[src/rtl/dispenser_pkg.sv]
`default_nettype none
// ============================================================================
// Module  : dispenser_pkg
// Purpose : Shared types and constants for the change dispenser. Holds the
//           payout FSM state encoding, the note_sel codes driven to the
//           note-drop mechanism, and the face value of each note in Tk.
// Ports   : none (package)
// Revision: 1.0  initial release
// ============================================================================
package dispenser_pkg;

  // Payout sequencer states
  typedef enum logic [2:0] {
    IDLE    = 3'd0,
    LOAD    = 3'd1,
    PICK    = 3'd2,
    ISSUE   = 3'd3,
    RELEASE = 3'd4,
    FINISH  = 3'd5
  } state_t;

  // note_sel encoding seen by the mechanism
  localparam logic [1:0] NOTE_NONE = 2'b00;
  localparam logic [1:0] NOTE_5    = 2'b01;
  localparam logic [1:0] NOTE_10   = 2'b10;
  localparam logic [1:0] NOTE_20   = 2'b11;

  // Face values in Tk; the top resizes these to its amount width
  localparam int unsigned VAL_5  = 5;
  localparam int unsigned VAL_10 = 10;
  localparam int unsigned VAL_20 = 20;

endpackage : dispenser_pkg
`default_nettype wire

[src/rtl/rise_edge.sv]
`default_nettype none
// ============================================================================
// Module  : rise_edge
// Purpose : Single-cycle rising-edge detector for a slow level input.
//           The history register comes out of reset high, so a level that is
//           already high while reset is asserted never produces a pulse.
// Ports   : clk    in  system clock
//           reset  in  synchronous active-high reset
//           level  in  level input to watch
//           rise   out combinational pulse, high while level=1 and prev=0
// Revision: 1.0  initial release
// ============================================================================
module rise_edge (
  input  logic clk,
  input  logic reset,
  input  logic level,
  output logic rise
);

  logic r_prev;

  always_ff @(posedge clk) begin
    if (reset) begin
      r_prev <= 1'b1;
    end else begin
      r_prev <= level;
    end
  end

  assign rise = level & ~r_prev;

endmodule : rise_edge
`default_nettype wire

[src/rtl/change_dispenser.sv]
`default_nettype none
// ============================================================================
// Module  : change_dispenser
// Purpose : Pays out a customer's balance as 20/10/5 Tk notes, greedy
//           largest-first and limited by note inventory, through a req/ack
//           note-drop mechanism. Reports the unpaid remainder and pulses
//           clear_balance on a normal end; an ack timeout raises a sticky
//           fault instead.
// Ports   : clk, reset            clock, synchronous active-high reset
//           refund, refill        button / service-switch levels (rising edge acts)
//           balance[AMT_W]        amount to pay, sampled at payout start
//           note_ack              mechanism acknowledge
//           note_req, note_sel    note drop request and denomination
//           busy, done            payout in progress / one-cycle end pulse
//           clear_balance         one-cycle pulse with done on a normal end
//           owed[AMT_W]           amount left unpaid at the last payout end
//           fault                 sticky ack-timeout flag
//           inv20/inv10/inv5      current note inventories
// Revision: 1.0  initial release
// ============================================================================
module change_dispenser
  import dispenser_pkg::*;
#(
  parameter int AMT_W    = 8,
  parameter int INV_W    = 4,
  parameter int INIT_N20 = 4,
  parameter int INIT_N10 = 6,
  parameter int INIT_N5  = 8,
  parameter int TIMEOUT  = 1000
) (
  input  logic             clk,
  input  logic             reset,
  input  logic             refund,
  input  logic             refill,
  input  logic [AMT_W-1:0] balance,
  input  logic             note_ack,
  output logic             note_req,
  output logic [1:0]       note_sel,
  output logic             busy,
  output logic             done,
  output logic             clear_balance,
  output logic [AMT_W-1:0] owed,
  output logic             fault,
  output logic [INV_W-1:0] inv20,
  output logic [INV_W-1:0] inv10,
  output logic [INV_W-1:0] inv5
);

  localparam int TMR_W = $clog2(TIMEOUT + 1);

  localparam logic [AMT_W-1:0] C_VAL20  = AMT_W'(VAL_20);
  localparam logic [AMT_W-1:0] C_VAL10  = AMT_W'(VAL_10);
  localparam logic [AMT_W-1:0] C_VAL5   = AMT_W'(VAL_5);
  localparam logic [INV_W-1:0] C_INIT20 = INV_W'(INIT_N20);
  localparam logic [INV_W-1:0] C_INIT10 = INV_W'(INIT_N10);
  localparam logic [INV_W-1:0] C_INIT5  = INV_W'(INIT_N5);
  localparam logic [TMR_W-1:0] C_TLAST  = TMR_W'(TIMEOUT - 1);

  state_t           r_state;
  logic [AMT_W-1:0] r_rem;
  logic [TMR_W-1:0] r_timer;
  logic             r_req;
  logic [1:0]       r_sel;
  logic             r_busy;
  logic             r_done;
  logic             r_clear;
  logic [AMT_W-1:0] r_owed;
  logic             r_fault;
  logic [INV_W-1:0] r_inv20;
  logic [INV_W-1:0] r_inv10;
  logic [INV_W-1:0] r_inv5;

  logic             w_refund_rise;
  logic             w_refill_rise;
  logic [1:0]       w_pick_sel;
  logic [AMT_W-1:0] w_sel_value;
  logic             w_timeout;

  rise_edge u_refund_edge (
    .clk   (clk),
    .reset (reset),
    .level (refund),
    .rise  (w_refund_rise)
  );

  rise_edge u_refill_edge (
    .clk   (clk),
    .reset (reset),
    .level (refill),
    .rise  (w_refill_rise)
  );

  // Greedy choice: largest note that fits the remainder and is still stocked.
  // Comparing before any subtraction keeps r_rem from ever wrapping.
  always_comb begin
    w_pick_sel = NOTE_NONE;
    if (r_rem >= C_VAL20 && r_inv20 != '0) begin
      w_pick_sel = NOTE_20;
    end else if (r_rem >= C_VAL10 && r_inv10 != '0) begin
      w_pick_sel = NOTE_10;
    end else if (r_rem >= C_VAL5 && r_inv5 != '0) begin
      w_pick_sel = NOTE_5;
    end
  end

  // Value of the note currently being dropped
  always_comb begin
    w_sel_value = '0;
    case (r_sel)
      NOTE_20: w_sel_value = C_VAL20;
      NOTE_10: w_sel_value = C_VAL10;
      NOTE_5:  w_sel_value = C_VAL5;
      default: w_sel_value = '0;
    endcase
  end

  // Timer has counted TIMEOUT cycles in the current wait state
  assign w_timeout = (r_timer == C_TLAST);

  always_ff @(posedge clk) begin
    if (reset) begin
      r_state <= IDLE;
      r_rem   <= '0;
      r_timer <= '0;
      r_req   <= 1'b0;
      r_sel   <= NOTE_NONE;
      r_busy  <= 1'b0;
      r_done  <= 1'b0;
      r_clear <= 1'b0;
      r_owed  <= '0;
      r_fault <= 1'b0;
      r_inv20 <= C_INIT20;
      r_inv10 <= C_INIT10;
      r_inv5  <= C_INIT5;
    end else begin
      r_done  <= 1'b0;
      r_clear <= 1'b0;

      case (r_state)
        IDLE: begin
          // A refund edge takes priority; a refill edge in the same cycle is lost.
          if (w_refund_rise && !r_fault) begin
            r_busy  <= 1'b1;
            r_owed  <= '0;
            r_state <= LOAD;
          end else if (w_refill_rise) begin
            r_inv20 <= C_INIT20;
            r_inv10 <= C_INIT10;
            r_inv5  <= C_INIT5;
            r_fault <= 1'b0;
          end
        end

        LOAD: begin
          r_rem   <= balance;
          r_state <= PICK;
        end

        PICK: begin
          if (w_pick_sel != NOTE_NONE) begin
            r_sel   <= w_pick_sel;
            r_req   <= 1'b1;
            r_timer <= '0;
            r_state <= ISSUE;
          end else begin
            r_state <= FINISH;
          end
        end

        ISSUE: begin
          if (note_ack) begin
            // Note has dropped: account for it on this same edge
            r_req   <= 1'b0;
            r_sel   <= NOTE_NONE;
            r_rem   <= r_rem - w_sel_value;
            r_timer <= '0;
            case (r_sel)
              NOTE_20: r_inv20 <= r_inv20 - 1'b1;
              NOTE_10: r_inv10 <= r_inv10 - 1'b1;
              NOTE_5:  r_inv5  <= r_inv5 - 1'b1;
              default: ;
            endcase
            r_state <= RELEASE;
          end else if (w_timeout) begin
            // Pending note never confirmed, so inventory is left alone
            r_req   <= 1'b0;
            r_sel   <= NOTE_NONE;
            r_fault <= 1'b1;
            r_owed  <= r_rem;
            r_done  <= 1'b1;
            r_busy  <= 1'b0;
            r_state <= IDLE;
          end else begin
            r_timer <= r_timer + 1'b1;
          end
        end

        RELEASE: begin
          if (!note_ack) begin
            r_state <= PICK;
          end else if (w_timeout) begin
            r_fault <= 1'b1;
            r_owed  <= r_rem;
            r_done  <= 1'b1;
            r_busy  <= 1'b0;
            r_state <= IDLE;
          end else begin
            r_timer <= r_timer + 1'b1;
          end
        end

        FINISH: begin
          // Counter is told to zero even when part of the balance is owed
          r_owed  <= r_rem;
          r_done  <= 1'b1;
          r_clear <= 1'b1;
          r_busy  <= 1'b0;
          r_state <= IDLE;
        end

        default: begin
          r_state <= IDLE;
        end
      endcase
    end
  end

  assign note_req      = r_req;
  assign note_sel      = r_sel;
  assign busy          = r_busy;
  assign done          = r_done;
  assign clear_balance = r_clear;
  assign owed          = r_owed;
  assign fault         = r_fault;
  assign inv20         = r_inv20;
  assign inv10         = r_inv10;
  assign inv5          = r_inv5;

endmodule : change_dispenser
`default_nettype wire

[config.mk]
export PLATFORM = sky130hd
export DESIGN_NAME = change_dispenser
export DESIGN_NICKNAME = d
export VERILOG_FILES = /design/src/rtl/dispenser_pkg.sv /design/src/rtl/rise_edge.sv /design/src/rtl/change_dispenser.sv
export SDC_FILE = /design/constraint.sdc
export NUM_CORES = 1
export LEC_CHECK = 0
export BUFFER_PORTS_ARGS = -buffer_cell sky130_fd_sc_hd__buf_4
export CORE_ASPECT_RATIO = 1.4
export CORE_UTILIZATION = 56
export DETAILED_ROUTE_END_ITERATION = 8
export HOLD_SLACK_MARGIN = 0.08
export PLACE_DENSITY = 0.9
export SETUP_SLACK_MARGIN = 0.4
export SYNTH_ARGS = -nofsm -noshare
export SYNTH_HDL_FRONTEND = slang
export SYNTH_SLANG_ARGS = --single-unit
[constraint.sdc]
create_clock -name clk -period 2.7 [get_ports clk]
set_input_delay 0.54 -clock clk [delete_from_list [all_inputs] [get_ports clk]]
set_output_delay 0.54 -clock clk [all_outputs]
set_load 0.01 [all_outputs]
==> results of run 1 <==
## placed cells by master, fill, tap and decap left out, drive strengths merged, types with 11 or more instances in the layout
cell / Yosys / layout
xnor2: 13 / 13
buf: 7 / 42
a211oi: 12 / 12
o21ai: 11 / 11
nor3: 14 / 14
nor2: 36 / 36
a21oi: 20 / 20
inv: 18 / 18
nand2: 23 / 23
dfxtp: 50 / 50
## layout make-up
cell class | count | area [um^2] | area share [%]
clock buffer | 5 | 68.8 | 2.22
clock inverter | 3 | 40.0 | 1.29
inverter | 18 | 67.6 | 2.18
multi-input combinational | 226 | 1530 | 49.3
sequential | 50 | 1000 | 32.3
tap | 62 | 77.6 | 2.50
timing repair buffer | 42 | 315 | 10.2
## state kept, by name, indices dropped and copies added, names as in the netlist, 2 cells and up
signal,count
r_state,3
r_timer,10
inv5,4
inv20,4
r_rem,8
inv10,4
note_sel,2
owed,8
## worst max-delay path: stages (launching register included)
cell and delay, ns:
dfxtp_1 0.45, nand2_1 0.14, inv_1 0.08, ha_1 0.19
fa_1 0.22, nor2b_2 0.06, o21ai_0 0.16, nand2b_1 0.11
a211oi_1 0.33, mux2i_1 0.27, a211oi_2 0.09
## logic make-up after synthesis
family / count (synthesis) / share of synthesized area, %
simple gates: 118 / 23.2
buf+inv: 28 / 5.01
flops: 50 / 37.8
compound gates: 77 / 21.7
xor+xnor: 18 / 5.96
mux: 2 / 0.757
fa+ha+maj: 11 / 5.48
## per-stage QoR
step	cells	util, %	cell area [um^2]	setup slack (ns)	hold slack, ns
after global placement	397	65.4	2970	0.518	0.461
final	406	68.4	3100	0.498	0.431
after floorplan	304	-	2650	0.572	0.459
after CTS	405	67.9	3080	0.457	0.426
after detailed placement	397	65.4	2970	0.306	0.468
after global routing	406	68.4	3100	0.337	0.433
## metal layers
| metal | up-vias | global-route usage [%] | wire length [um] |
|---|---|---|---|
| met5 | - | 0 | 0 |
| met4 | 0 | 11.6 | 184 |
| met3 | 15 | 4.52 | 293 |
| met2 | 82 | 41.6 | 3050 |
| met1 | 1117 | 30.6 | 2420 |
| li1 | 1161 | - | - |
## power groups by stage
stage	clock network [mW]	logic [mW]	registers [mW]
6_report	0.505	0.224	0.782
5_1_grt	0.543	0.245	0.785
4_1_cts	0.516	0.214	0.781
3_5_place_dp	0	0.211	0.798
3_3_place_gp	0	0.204	0.797
2_1_floorplan	0	0.159	0.793
## repair_timing
action / 4_1_cts / 5_1_grt
pin swaps: 0 / 1
cloned: 0 / 0
setup buffers: 0 / 1
gates resized for setup: 2 / 6
setup endpoints to repair: 2 / 11
## how the worst max path moves through the flow
stage,startpoint,endpoint,slack (ns),cells past startpoint
after detailed placement,note_sel[1],r_rem[7],0.31,9
final,note_sel[0],r_rem[6],0.50,10
after global routing,note_sel[1],r_rem[3],0.34,10
after CTS,r_state[0],r_timer[1],0.46,6
after floorplan,note_sel[1],r_rem[7],0.57,9
after global placement,note_sel[1],r_rem[7],0.52,9
==> results_dict.tcl, run 1 <==
set metrics [dict create \
    setup_viol 0 \
    cts_buffers 5 \
    r2r_cells 10 \
    wire_per_inst_um 14.7 \
    grt_max_degree 26 \
    fin_crit_ns 2.20 \
    seq_area_frac_synth_pct 37.8 \
    antenna_found_initial 0 \
    tightest_slew_ns 0.618 \
    skew_ns 0.00683 \
    cp.required_ns 2.88 \
    hold_buffers 0 \
    hp-class "in2reg" \
    dr_total_vias 2375 \
    synth_fp_nets 328 \
    synth_top_area_share_pct 37.8 \
    die_h_um 83.3 \
    hold_depth 2 \
    p_leak_nw 1.15 \
    cts-root-buf "clkbuf_8" \
    synth_edf_count 0 \
    status "completed" \
    rows 29 \
    synth.avg_cell_area_um2 8.70 \
    drc 0 \
    yosys-top-cells-area "dfxtp_1, nor2_1, ha_1, xnor2_1, a21oi_1" \
    globalplace.congestion 0.884 \
    switching_share_pct 25.5 \
    dp_hpwl_um 4380 \
    clockBufferDepth 2 \
    drive_above_1_share_pct 20.6 \
    rr_startpoint "note_sel[0]" \
    cp_max_fo 5 \
    p_per_area_nw_per_um2 487 \
    hold_viol_final 0 \
    nets 367 \
    p_comb_share_pct 14.8 \
    cap_viol_max_count 0 \
    post-route-period-util_pct 81.5 \
    io_pins 40 \
    synthFlopType "dfxtp_1" \
    insertion_delay_ns 0.30 \
    total_power_mw 1.51 \
    reg2reg_slack_ns 0.50 \
    drt_pass1_iterations 4 \
    die-area_um2 5010 \
    ant_nets 0 \
    grt_pass1_wl_um 9830 \
    p_clk_share_pct 33.4 \
    clk_pin_slew_ns 0.08 \
    synth_common_cells "dfxtp_1, nor2_1, nand2_1, a21oi_1, inv_1" \
    drt_iter0_markers 102 \
    syn_inst 304 \
    yosysWarningCount 0 \
    max_freq_ghz 0.454 \
    nFillCells 363 \
    yosys_register_bits 50 \
    hold_path_end "u_refill_edge.r_prev" \
    tns_ns 0 \
    peakVddDrop_mv 0.263 \
    syn_area_um2 2650 \
    max_slew_margin_pct 58.8 \
    first_global_vias 2222 \
    synthArstFlopShare_pct 0 \
    end_kind "flip-flop" \
    cts.sinks 50 \
    p_sw_uw 385 \
    start_util_pct 58.3 \
    antenna_cells 0 \
    hp-start "refill" \
    p_seq_share_pct 51.7 \
    detail_route.wirelength_um 5950 \
    grt_overflow 0 \
    maxSlewViolCount 0 \
    yosysTopAreaCell "dfxtp_1" \
    coreArea_um2 4540 \
    synth_cell_type_count 57 \
    rsz0062_at_grt "yes" \
    yosysMostFrequentCell "dfxtp_1" \
    port_buffers 39 \
    vias_per_cell 5.85 \
    worstReg2RegEnd "r_rem[6]" \
    cts_htree_levels 2 \
    p_int_mw 1.13 \
    syn_to_final_growth_pct 17.2 \
    grt_use_total_pct 25.2 \
    arrival_ns 2.38 \
    critPathLaunchType "flip-flop" \
    cts_tree "yes" \
    path_class "reg2reg" \
    die_x_um 60.1 \
]
No activity file was read; power rests on OpenSTA's default activity.
==> inputs of run 2 (changes only) <==
--- a/config.mk
+++ b/config.mk
@@ -5,12 +5,13 @@
 export SDC_FILE = /design/constraint.sdc
 export NUM_CORES = 1
 export LEC_CHECK = 0
+export ABC_AREA = 1
 export BUFFER_PORTS_ARGS = -buffer_cell sky130_fd_sc_hd__buf_4
 export CORE_ASPECT_RATIO = 1.4
-export CORE_UTILIZATION = 56
+export CORE_UTILIZATION = 52
 export DETAILED_ROUTE_END_ITERATION = 8
 export HOLD_SLACK_MARGIN = 0.08
-export PLACE_DENSITY = 0.9
+export PLACE_DENSITY = 0.87
 export SETUP_SLACK_MARGIN = 0.4
 export SYNTH_ARGS = -nofsm -noshare
 export SYNTH_HDL_FRONTEND = slang
==> constraint.sdc (replaced) <==
create_clock -name clk -period 1.8 [get_ports clk]
set_input_delay 0.36 -clock clk [delete_from_list [all_inputs] [get_ports clk]]
set_output_delay 0.36 -clock clk [all_outputs]
set_load 0.01 [all_outputs]
==> results_dict.tcl, run 2 <==
set metrics [dict create \
    status "finished with violations" \
    violations "negative setup slack" \
    antenna_cells 0 \
    rows 32 \
    end_kind "flip-flop" \
    post-route-period-util_pct 107 \
    syn_area_um2 2980 \
    p_comb_share_pct 27.2 \
    drt_pass1_iterations 5 \
    yosysWarningCount 0 \
    synth.avg_cell_area_um2 6.83 \
    synth_fp_nets 461 \
    globalplace.congestion 0.923 \
    yosysMostFrequentCell "nand2_1" \
    p_int_mw 1.68 \
    fin_crit_ns 1.93 \
    grt_overflow 0 \
    die-area_um2 6050 \
    worstReg2RegEnd "r_rem[5]" \
    synth_common_cells "nand2_1, nor2_1, dfxtp_1, inv_1, nand3_1" \
    die_h_um 91.6 \
    max_freq_ghz 0.519 \
    cts-root-buf "clkbuf_8" \
    cp.required_ns 2.03 \
    ant_nets 0 \
    syn_to_final_growth_pct 54.8 \
    max_slew_margin_pct 69.7 \
    vias_per_cell 6.65 \
    cts_tree "yes" \
    antenna_found_initial 0 \
    first_global_vias 3544 \
    fin_cells 613 \
    holdWs_ns 0.242 \
    postLayoutCellArea_um2 4620 \
    nFillCells 251 \
    port_buffers 39 \
    setup_ws_ns -0.125 \
    path_class "reg2reg" \
    total_power_mw 2.56 \
    drive_above_1_share_pct 48.6 \
    maxSlewViolCount 0 \
    io_pins 40 \
    grt_use_total_pct 35.2 \
    synth_edf_count 0 \
    cts_htree_levels 2 \
    reg2reg_slack_ns -0.13 \
    top_register "r_timer" \
    startpoint "note_sel[0]" \
    cap_viol_max_count 0 \
    yosys-top-cells-area "dfxtp_1, nand2_1, nor2_1, nand3_1, inv_1" \
    cp-endpoint "r_rem[5]" \
    yosys_register_bits 50 \
    syn_inst 437 \
    grt_pass1_wl_um 16200 \
    p_sw_uw 875 \
    rsz0062_at_grt "yes" \
    final_common_cell "buf_4" \
    detail_route.wirelength_um 13700 \
    hold_viol_final 0 \
    final_cell_mix "buf_4, nand2_1, nor2_1" \
    switching_share_pct 34.2 \
    synthFlopType "dfxtp_1" \
    dp_slack_ns -0.0630 \
    grt_max_degree 38 \
    clockBufferDepth 2 \
    largest_reg_flops 10 \
    hp-class "in2reg" \
    synthArstFlopShare_pct 0 \
    critPathLaunchType "flip-flop" \
    nets 568 \
    peakVddDrop_mv 0.623 \
    yosysTopAreaCell "dfxtp_1" \
    dp.cells 543 \
    seq_area_frac_synth_pct 33.6 \
    cp_max_fo 6 \
    arrival_ns 2.16 \
    insertion_delay_ns 0.31 \
    synth_top_area_share_pct 33.6 \
    wire_per_inst_um 22.4 \
    clk_pin_slew_ns 0.10 \
    p_per_area_nw_per_um2 554 \
    tightest_slew_ns 0.454 \
    detailed_place.area_um2 3480 \
    p_leak_nw 2.01 \
    start_util_pct 54.0 \
    dp_hpwl_um 5670 \
    dr_total_vias 4075 \
    synth_cell_type_count 39 \
    rr_startpoint "note_sel[0]" \
    die_x_um 66.0 \
    coreArea_um2 5530 \
    setup_viol 4 \
    drt_iter0_markers 462 \
    p_seq_share_pct 46.8 \
    cts.sinks 50 \
    skew_ns 0.0108 \
    p_clk_share_pct 26.0 \
    r2r_cells 9 \
    drc 0 \
    cts_buffers 5 \
]
-- run 2: cell types whose count changed after synthesis, sizes merged, moves of 8 or more --
cell,previous run,this run
nor3,14,6
nand2b,9,0
nor2,36,56
xnor2,13,2
nand4,2,11
nand2,23,96
nand3,4,40
o21ai,11,35
a22o,8,0
a21oi,20,33
inv,18,56
-- run 2: critical path, stage by stage, from the launching register on --
cell and delay, ns:
dfxtp_4 0.42, inv_4 0.05, ha_2 0.33, nand2_1 0.10
inv_2 0.06, o21ai_2 0.24, nand3_2 0.14, o21ai_1 0.23
nand2_1 0.09, a21oi_1 0.19
-- run 2: cell type report --
class | instances | area [um^2] | area share [%]
Multi-Input combinational cell | 321 | 2210 | 47.8
Sequential cell | 50 | 1050 | 22.8
Tap cell | 68 | 85.1 | 1.84
Inverter | 57 | 244 | 5.28
Clock buffer | 6 | 72.6 | 1.57
Timing Repair Buffer | 109 | 946 | 20.5
Clock inverter | 2 | 8.76 | 0.190
-- run 2: power by group through the flow --
stage                     Combinational (mW)  Clock (mW)  Sequential [mW]
after CTS                              0.516       0.652             1.18
final                                  0.695       0.665             1.20
after global placement                 0.413           0             1.21
after detailed placement               0.434           0             1.21
after global routing                   0.728       0.701             1.20
after floorplan                        0.290           0             1.22
-- run 2: timing repair --
| action | 4_1_cts | 5_1_grt |
|---|---|---|
| pin swaps | 28 | 30 |
| gates cloned | 4 | 1 |
| setup endpoints to repair | 47 | 47 |
| hold endpoints to repair | 0 | 0 |
| setup buffers | 26 | 31 |
| gates resized for setup | 89 | 85 |
| hold buffers | 0 | 0 |
-- run 2: metal layers --
metal / wire length, um / track usage, % / vias up
li1: - / - / 1665
met1: 4490 / 36.4 / 1863
met2: 6520 / 62.0 / 387
met3: 1350 / 5.72 / 160
met4: 1380 / 25.2 / 0
met5: 0 / 0 / -
-- run 2: through the flow --
| step | setup TNS, ns | utilization [%] |
|---|---|---|
| floorplan | 0 | - |
| global placement | 0 | 63.0 |
| detailed placement | -0.135 | 63.0 |
| CTS | 0 | 73.7 |
| global route | -0.531 | 83.6 |
| finish | -0.259 | 83.6 |
-- run 2: kinds of logic (layout without fill, tap and decap cells) --
family	count (synthesis)	count (layout)	share of synthesized area, %
AOI/OAI and AO/OA	88	88	18.0
adders and majority gates	11	11	4.87
xor gates and xnor gates	8	8	2.35
DFF	50	50	33.6
and+or+nand+nor	211	214	31.7
buffers and inverters	69	174	9.52
-- run 2: worst min-delay path by stage --
stage | endpoint | slack (ns) | from | cells past startpoint
final | u_refill_edge.r_prev | 0.24 | refill | 2
after global routing | u_refill_edge.r_prev | 0.24 | refill | 2
after CTS | u_refund_edge.r_prev | 0.24 | refund | 3
after detailed placement | busy | 0.46 | busy | 2
after global placement | busy | 0.45 | busy | 2
after floorplan | u_refund_edge.r_prev | 0.46 | refund | 2
==> inputs of run 3 (changes only) <==
--- a/config.mk
+++ b/config.mk
@@ -5,10 +5,9 @@
 export SDC_FILE = /design/constraint.sdc
 export NUM_CORES = 1
 export LEC_CHECK = 0
-export ABC_AREA = 1
 export BUFFER_PORTS_ARGS = -buffer_cell sky130_fd_sc_hd__buf_4
 export CORE_ASPECT_RATIO = 1.4
-export CORE_UTILIZATION = 52
+export CORE_UTILIZATION = 51
 export DETAILED_ROUTE_END_ITERATION = 8
 export HOLD_SLACK_MARGIN = 0.08
 export PLACE_DENSITY = 0.87
==> results_dict.tcl, run 3 (synthesis gave the netlist of run 1 again) <==
set metrics [dict create \
    drt_iter0_markers 388 \
    cp_cell_sequence "nor4_4 > buf_4 > a32oi_4 > buf_6 > nor4_4 > nor3_2 > nand2b_1 > a21oi_1" \
    grt_use_total_pct 32.5 \
    clockBufferDepth 2 \
    cpMaxStageDelayCell "nor4_4" \
    first_global_vias 2875 \
    rows 30 \
    r2r_cells 8 \
    drc 0 \
    detail_route.wirelength_um 10100 \
    hp-class "in2reg" \
    rr_startpoint "r_rem[4]" \
    violations "negative setup slack" \
    max_freq_ghz 0.494 \
    final_cell_mix "buf_4, nor2_1, dfxtp_1" \
    p_leak_nw 1.61 \
    die_x_um 62.9 \
    worstReg2RegEnd "note_req" \
    cp-endpoint "note_req" \
    antenna_cells 0 \
    cp_top_family "simple AND/OR/NAND/NOR gates" \
    coreArea_um2 4920 \
    rsz0062_at_grt "yes" \
    arrival_ns 2.25 \
    cts-root-buf "clkbuf_8" \
    cp_max_fo 3 \
    max_slew_margin_pct 51.0 \
    setup_ws_ns -0.224 \
    dr_total_vias 3041 \
    cap_viol_max_count 0 \
    fin_util_pct 83.5 \
    nFillCells 239 \
    hold_viol_final 0 \
    clk_pin_slew_ns 0.09 \
    setup_viol 21 \
    max_stage_delay_ns 0.37 \
    port_buffers 39 \
    final_common_cell "buf_4" \
    wire_per_inst_um 21.4 \
    drive_above_1_share_pct 53.2 \
    fin_cells 474 \
    maxSlewViolCount 0 \
    startpoint "r_rem[4]" \
    dp.cells 432 \
    die-area_um2 5490 \
    critPathLaunchType "flip-flop" \
    syn_to_final_growth_pct 55.1 \
    die_h_um 87.2 \
    hold_buffers 0 \
    fin_crit_ns 2.02 \
    grt_max_degree 26 \
    top_register "r_timer" \
    cts_buffers 5 \
    tightest_slew_ns 0.733 \
    io_pins 40 \
    insertion_delay_ns 0.31 \
    dp_hpwl_um 5000 \
    antenna_found_initial 0 \
    start_util_pct 53.8 \
    nets 433 \
    cts_tree "yes" \
    path_class "reg2reg" \
    skew_ns 0.0102 \
    cp.required_ns 2.03 \
    vias_per_cell 6.42 \
    reg2reg_slack_ns -0.22 \
    cts_htree_levels 2 \
    holdWs_ns 0.246 \
    p_per_area_nw_per_um2 615 \
    cp.depth 8 \
    drt_pass1_iterations 5 \
    peakVddDrop_mv 0.393 \
    ant_nets 0 \
    grt_overflow 0 \
    status "finished with violations" \
    largest_reg_flops 10 \
    end_kind "flip-flop" \
    dp_slack_ns -0.152 \
    crit_buf_inv 2 \
    post-route-period-util_pct 112 \
    globalplace.congestion 0.884 \
    path_common_cell "nor4_4" \
    cts.sinks 50 \
    grt_pass1_wl_um 13900 \
]
-- run 3: cell count changes in the layout (fill, tap and decap cells not counted), sizes merged, moves of 9 or more --
cell and change:
inv -37, xnor2 +11, nand4 -9, nor2 -20, a21oi -13, nand2 -75, o21ai -24, nand2b +9
nand3 -37
-- run 3: per-layer routing --
metal  vias up  track usage [%]  part of all wire (%)
met1      1462             36.6                    37
met3        57             6.28                   7.9
met4         0             18.0                   4.3
li1       1296                -                     -
met2       226             57.2                    51
met5         -                0                     0
-- run 3: how the worst min path moves through the flow --
stage,start,end,slack [ns],cells after the start
final,refill,u_refill_edge.r_prev,0.25,2
after global routing,refill,u_refill_edge.r_prev,0.24,2
after CTS,refill,u_refill_edge.r_prev,0.23,2
after detailed placement,busy,busy,0.46,2
after global placement,busy,busy,0.46,2
after floorplan,r_rem[0],owed[0],0.46,1
-- run 3: area by class of cell --
class / count / area, um^2 / area share [%]
inverter: 18 / 70.1 / 1.71
multi-input combinational: 226 / 1910 / 46.5
sequential: 50 / 1040 / 25.4
tap: 64 / 80.1 / 1.95
timing repair buffer: 108 / 911 / 22.2
clock inverter: 2 / 12.5 / 0.305
clock buffer: 6 / 82.6 / 2.01
-- run 3: timing repair --
item | CTS | global route
pin swaps | 30 | 26
gates cloned | 0 | 0
endpoints found under the setup margin | 47 | 47
setup buffers | 22 | 12
gates resized for setup | 40 | 48
-- run 3: report_power, final --
| part | switching (mW) | internal [mW] |
|---|---|---|
| registers | 0.0368 | 1.13 |
| logic | 0.331 | 0.329 |
| clock network | 0.391 | 0.310 |
| total | 0.759 | 1.77 |
-- run 3: through the flow --
stage	setup TNS, ns	area (um^2)	total power [mW]
after CTS	-1.37	3830	2.41
after floorplan	-0.391	2830	1.47
after global routing	-4.81	4110	2.60
final	-2.70	4110	2.53
after detailed placement	-2.12	3410	1.63
after global placement	-0.974	3410	1.61
